--- config.mk ---
export PLATFORM = sky130hd
export DESIGN_NAME = uart_rx
export DESIGN_NICKNAME = d
export VERILOG_FILES = /design/src/rtl/uart_rx.sv
export SDC_FILE = /design/constraint.sdc
export NUM_CORES = 1
export LEC_CHECK = 0
export CORE_MARGIN = 2
export CORE_UTILIZATION = 50
export CTS_BUF_LIST = sky130_fd_sc_hd__clkbuf_8
export DETAILED_ROUTE_END_ITERATION = 6
export GPL_ROUTABILITY_DRIVEN = 0
export PLACE_DENSITY = 0.77
export SETUP_SLACK_MARGIN = 0.5
export SLEW_MARGIN = 20
export SYNTH_ARGS = -nofsm -noshare
export SYNTH_HDL_FRONTEND = slang
export SYNTH_SLANG_ARGS = --single-unit
export TNS_END_PERCENT = 50
--- constraint.sdc ---
create_clock -name clk -period 2.59 [get_ports clk]
set_input_delay 0.518 -clock clk [delete_from_list [all_inputs] [get_ports clk]]
set_output_delay 0.518 -clock clk [all_outputs]
set_load 0.005 [all_outputs]
--- src/rtl/uart_rx.sv ---
// uart_rx: 16x-oversampled 8N1 UART receiver driven by an s_tick enable.
// Define UART_RX_PARITY_EN to add an even-parity bit and a parity_err output.
module uart_rx #(
    parameter int DBIT    = 8,
    parameter int SB_TICK = 16
) (
    input  logic       clk,
    input  logic       reset,
    input  logic       rx,
    input  logic       s_tick,
    output logic [7:0] dout,
    output logic       rx_done_tick,
`ifdef UART_RX_PARITY_EN
    output logic       parity_err,
`endif
    output logic       frame_err
);
    localparam int SW = (SB_TICK > 16) ? 5 : 4;
    localparam logic [2:0] N_LAST = 3'(DBIT - 1);

    typedef enum logic [2:0] {
        IDLE,
        START,
        DATA,
`ifdef UART_RX_PARITY_EN
        PARITY,
`endif
        STOP
    } state_t;

    state_t state_q, state_d;
    logic [SW-1:0] s_q, s_d;
    logic [2:0] n_q, n_d;
    logic [DBIT-1:0] b_q, b_d;
    logic [7:0] dout_q, dout_d;
    logic done_q, done_d;
    logic ferr_q, ferr_d;
    logic rx_s1_q, rx_s2_q;
    logic rx_s;
`ifdef UART_RX_PARITY_EN
    logic pbad_q, pbad_d;
    logic perr_q, perr_d;
`endif

    assign rx_s = rx_s2_q;

    always_ff @(posedge clk or negedge reset) begin
        if (!reset) begin
            rx_s1_q <= 1'b1;
            rx_s2_q <= 1'b1;
            state_q <= IDLE;
            s_q     <= '0;
            n_q     <= '0;
            b_q     <= '0;
            dout_q  <= '0;
            done_q  <= 1'b0;
            ferr_q  <= 1'b0;
`ifdef UART_RX_PARITY_EN
            pbad_q  <= 1'b0;
            perr_q  <= 1'b0;
`endif
        end else begin
            rx_s1_q <= rx;
            rx_s2_q <= rx_s1_q;
            state_q <= state_d;
            s_q     <= s_d;
            n_q     <= n_d;
            b_q     <= b_d;
            dout_q  <= dout_d;
            done_q  <= done_d;
            ferr_q  <= ferr_d;
`ifdef UART_RX_PARITY_EN
            pbad_q  <= pbad_d;
            perr_q  <= perr_d;
`endif
        end
    end

    always_comb begin
        state_d = state_q;
        s_d     = s_q;
        n_d     = n_q;
        b_d     = b_q;
        dout_d  = dout_q;
        done_d  = 1'b0;
        ferr_d  = ferr_q;
`ifdef UART_RX_PARITY_EN
        pbad_d  = pbad_q;
        perr_d  = perr_q;
`endif
        case (state_q)
            IDLE: begin
                if (!rx_s) begin
                    state_d = START;
                    s_d     = '0;
                end
            end
            START: begin
                if (s_tick) begin
                    if (s_q == SW'(7)) begin
                        // A start bit that is high again at its centre is a glitch
                        state_d = rx_s ? IDLE : DATA;
                        s_d     = '0;
                        n_d     = '0;
                    end else begin
                        s_d = s_q + 1'b1;
                    end
                end
            end
            DATA: begin
                if (s_tick) begin
                    if (s_q == SW'(15)) begin
                        s_d = '0;
                        b_d = DBIT'({rx_s, b_q} >> 1);
                        if (n_q == N_LAST) begin
`ifdef UART_RX_PARITY_EN
                            state_d = PARITY;
`else
                            state_d = STOP;
`endif
                        end else begin
                            n_d = n_q + 1'b1;
                        end
                    end else begin
                        s_d = s_q + 1'b1;
                    end
                end
            end
`ifdef UART_RX_PARITY_EN
            PARITY: begin
                if (s_tick) begin
                    if (s_q == SW'(15)) begin
                        s_d     = '0;
                        pbad_d  = rx_s ^ (^b_q);
                        state_d = STOP;
                    end else begin
                        s_d = s_q + 1'b1;
                    end
                end
            end
`endif
            STOP: begin
                if (s_tick) begin
                    if (s_q == SW'(SB_TICK - 1)) begin
                        state_d = IDLE;
                        dout_d  = 8'(b_q);
                        ferr_d  = ~rx_s;
                        done_d  = 1'b1;
`ifdef UART_RX_PARITY_EN
                        perr_d  = pbad_q;
`endif
                    end else begin
                        s_d = s_q + 1'b1;
                    end
                end
            end
            default: state_d = IDLE;
        endcase
    end

    assign dout         = dout_q;
    assign rx_done_tick = done_q;
    assign frame_err    = ferr_q;
`ifdef UART_RX_PARITY_EN
    assign parity_err   = perr_q;
`endif
endmodule

* Word-level counts from Yosys, hierarchy flattened *
Cells that the tools add are included.

storage, ports and cells
  output and inout bits = 10
  latch bits = 0
  input bits = 4
  word-level logic and storage cells = 63
  bits in registers = 30
  bits in writable memories = 0
  memories kept = 0
  bits in read-only memories = 0

cells by class
  bitwise gates (word level) = 1
  multiplexer cells = 27
  reductions and logical operators = 8
  shift-type cells = 0
  multipliers = 0
  divide/modulo/power cells = 0
  add/subtract/negate cells = 2
  equal/unequal tests = 16
  $lt $le $gt $ge = 0

operators with widths
  kind                                                                    number
  3-bit 2-to-1 mux                                                        13
  4-bit 2-to-1 mux                                                        7
  2-bit inequality test (second input constant)                           10
  4-bit one-hot mux with 4 select lines                                   1
  3-bit one-hot mux with 4 select lines                                   1
  6-bit AND reduction                                                     2
  8-bit AND reduction                                                     1
  3-bit by 2-bit equality test with 1-bit output (second input constant)  2
  3-bit one-hot mux with 2 select lines                                   1
  3-bit AND reduction                                                     2
  4-bit by 1-bit adder with 4-bit output (second input constant)          1
  4-bit by 3-bit equality test with 1-bit output (second input constant)  1
  4-bit equality test (second input constant)                             1
  4-bit nonzero test                                                      1
  3-bit by 1-bit adder with 3-bit output (second input constant)          1
  3-bit by 1-bit equality test with 1-bit output (second input constant)  1
  3-bit equality test (second input constant)                             1
  3-bit logical NOT                                                       1
  1-bit 2-to-1 mux                                                        3
  2-bit 2-to-1 mux                                                        1
  2-bit nonzero test                                                      1
  1-bit inverter                                                          1

* Longest topological paths before layout *
  depth in word-level cells = 5
  gate-level depth with buffers = 7
  mapped depth without buffers = 6

* Worst setup path after synthesis *
No wires, ideal clock.

  path kind = register -> register
  start point = register state_q[0]
  end point = register state_q[1]
  cell stages (with the launch flop) = 8
  required time = 2466 ps
  clock period less this slack = 1742 ps
  arrival = 1618 ps
  buffers on the path = 1
  library setup time = 124 ps
  path slack = 848 ps
  path through = dfrtp_1 -> inv_1 -> ha_1 -> buf_6 -> nor2b_1 -> a21oi_2 -> or3b_1 -> a2bb2oi_1

on the way
  longest elaborated chain between the ends = 3
  elaborated cells on any way between the ends = 14
  classes of those cells = eq/ne: 11; mux: 1; reduce/logical: 2

RTL lines
  item                                                                    RTL line  text
  from (decl)                                                             31        state_t state_q, state_d;
  from (signal assigned)                                                  65        state_q <= state_d;
  3-bit by 2-bit equality test with 1-bit output (tied with other cells)  91        case (state_q)
  2-bit inequality test (no line)                                         -
  8-bit AND reduction (no line)                                           -

Several ways; a longest one is shown, not always the timed one.
A chain may end at the register's enable or synchronous reset.

* Final worst setup path *
Same ends and word-level chain as after synthesis.

==> impl_metrics.tcl <==
set metrics [dict create \
    hold_ws_ns 0.3547 \
    setup.worst_path.end_class "flip-flop" \
    syn_avg_cell_area_um2 12.37 \
    num_vias 888 \
    finalHoldViolations 0 \
    dp_cells 155 \
    drive_above_1_share 0.2500 \
    syn-num-nets 126 \
    nNetsFinal 144 \
    rows 19 \
    hpwl_um 1633 \
    stdcell_count 163 \
    port_buffers 13 \
    place_area_um2 1550 \
    ys_seq_area_frac 0.5210 \
    hold_buffers 0 \
    pre_cts_slack_ns 0.4911 \
    drc_errors 0 \
    clk_latency_ns 0.28 \
    grt_max_degree 30 \
    pwr-share-comb 0.261 \
    die_y_um 56.87 \
    period_share 0.7465 \
    fp.coreArea_um2 2710 \
    grt_antenna_before_repair 0 \
    setup_tns_ns 0 \
    regToRegSetupSlack_ns 0.66 \
    syn-instance-count 113 \
    area_growth_pct 19.70 \
    slew_headroom 0.6692 \
    critical_path_required_ns 2.75 \
    wl_per_cell_um 14.70 \
    final_antenna_net_count 0 \
    rsz0062_at_grt "false" \
    grt_usage 0.1753 \
    design.die.area_um2 3234 \
    synth_seq_cells 29 \
    path_class "reg -> reg" \
    power_density_nw_per_um2 825.6 \
    drt_iter0_markers 32 \
    fp.dieW_um 56.87 \
    yosysUniqueCellTypes 35 \
    p_sw_mw 0.4242 \
    numCtsBuffers 5 \
    diodes 0 \
    final_area_um2 1673 \
    detail_route.wirelength_um 2396 \
    mappedNetlistArea_um2 1398 \
    worst_slack_ns 0.6566 \
    slew_viol_final 0 \
    fill_cells 206 \
    ctsRootBufferMaster "clkbuf_8" \
    switching_share 0.3071 \
    start_util 0.5157 \
    cp_max_fo 11 \
    ir_worst_vdd_mv 0.7954 \
    cts_max_level 2 \
    fmax_mhz 517.2 \
    ios 14 \
    min_period_ns 1.933 \
    synth_top_cell_by_area "dfrtp_1" \
    dr.pass1.iters 4 \
    ys_warn_count 0 \
    status "finished, final reports clean" \
    grt_pass1_vias 892 \
    clock_sinks 29 \
    clkPwrFrac 0.351 \
    cts.clk_slew.worst_paths_ns 0.06 \
    grt_pass1_wl_um 4188 \
    fin_skew_ns 0.007918 \
    leakagePower_nw 0.8130 \
    power_frac_seq 0.388 \
    hold_path.class "reg -> reg" \
    setup_viol 0 \
    synth_top_area_share 0.4834 \
    drv_cap 0 \
    cp.arrival_ns 2.09 \
    routed_via_density 5.448 \
    start_kind "flip-flop" \
    tightest_slew_ns 0.4947 \
    clock_path_buffers 2 \
    cts_tree "done" \
    synthTopCellsByArea "dfrtp_1, mux2_2, ha_1" \
    grt-ovfl-total 0 \
    p_int_mw 0.9569 \
]
## cell usage in the layout (no fill, tap or decap), types with 2 or more instances in the layout
cell             count
mux2_2              16
dfrtp_1             27
nand3_1              4
nand2_1             10
nor2b_1              3
a22o_1               2
o21ai_1              2
o21ai_0              3
ha_1                 8
mux2i_1              4
clkbuf_8             6
clkdlybuf4s50_1     13
inv_1                7
nor2_1               2
dfstp_2              2
## kinds of logic (layout without fill, tap and decap cells)
logic type	Yosys count	count (layout)	synth area share
adder cells (fa/ha/maj)	9	9	0.08057
AO/OA/AOI/OAI	16	16	0.08595
flip-flops	29	29	0.5210
multiplexers	21	21	0.1656
AND/OR/NAND/NOR	28	28	0.1110
buffers and inverters	10	29	0.03581
## registers in the layout, summed over array words and instances (netlist names)
name / cells
b_q: 8
dout: 8
frame_err: 1
n_q: 3
rx_done_tick: 1
rx_s: 1
rx_s1_q: 1
s_q: 4
state_q: 2
## stage by stage
step                total power [mW]  utilization
detailed placement            0.8924       0.5720
finish                         1.381       0.6173
global placement              0.8749       0.5720
global route                   1.466       0.6173
CTS                            1.384       0.6163
floorplan                     0.8169            -
## layout make-up
class                      instances  area (um2)  area share
sequential                        29       728.2      0.4353
timing repair buffer              14       137.6     0.08227
tap                               31       38.79     0.02319
clock buffer                       6       82.58     0.04936
clock inverter                     2       37.54     0.02244
multi-input combinational         74       621.8      0.3717
inverter                           7       26.28     0.01571
## routing by layer
layer	routed length (um)	share of wire	GRT usage	vias to the layer above
met5	0	0	0	-
met2	1126	0.47	0.2542	16
met3	87	0.036	0.06682	9
met1	1133	0.47	0.2342	427
met4	48	0.020	0.07641	0
li1	-	-	-	436
## critical path: stages (launching register included)
cell	delay (ns)
dfrtp_1	0.42
inv_1	0.12
ha_2	0.28
nor3_4	0.29
o21ai_2	0.09
or3b_1	0.43
a2bb2oi_1	0.17
## Yosys cell counts (all sizes together)
| cell | n |
|---|---|
| a21oi | 2 |
| a22o | 2 |
| a2bb2oi | 1 |
| a311oi | 1 |
| and2 | 1 |
| and3 | 1 |
| buf | 3 |
| dfrtp | 27 |
| dfstp | 2 |
| ha | 9 |
| inv | 7 |
| mux2 | 17 |
| mux2i | 4 |
| nand2 | 10 |
| nand2b | 1 |
| nand3 | 4 |
| nand4b | 1 |
| nor2 | 2 |
| nor2b | 3 |
| nor3 | 2 |
| nor3b | 1 |
| o2111ai | 1 |
| o211ai | 1 |
| o21ai | 6 |
| o21bai | 1 |
| o221ai | 1 |
| or2 | 1 |
| or3b | 1 |
## power by group through the flow
stage | Clock [mW] | Combinational (mW) | Sequential [mW]
6_report | 0.485 | 0.360 | 0.536
5_1_grt | 0.519 | 0.406 | 0.541
4_1_cts | 0.494 | 0.355 | 0.535
3_5_place_dp | 0 | 0.348 | 0.544
3_3_place_gp | 0 | 0.335 | 0.540
2_1_floorplan | 0 | 0.283 | 0.534
## worst paths after layout
| kind | start | endpoint | cells past startpoint |
|---|---|---|---|
| worst max-delay path | state_q[0] | state_q[1] | 6 |
| worst min-delay path | rx_s1_q | rx_s | 0 |
| worst max register to register | state_q[0] | state_q[1] | 6 |
| worst min register to register | rx_s1_q | rx_s | 0 |
| max in group asynchronous | reset | rx_s | 2 |
| min in group asynchronous | reset | s_q[3] | 2 |
## repair_timing
item | 4_1_cts | 5_1_grt
setup endpoints to repair | 0 | 4
resized for setup | 0 | 1
buffers inserted | 0 | 0
Power figures use the tool's default switching activity.
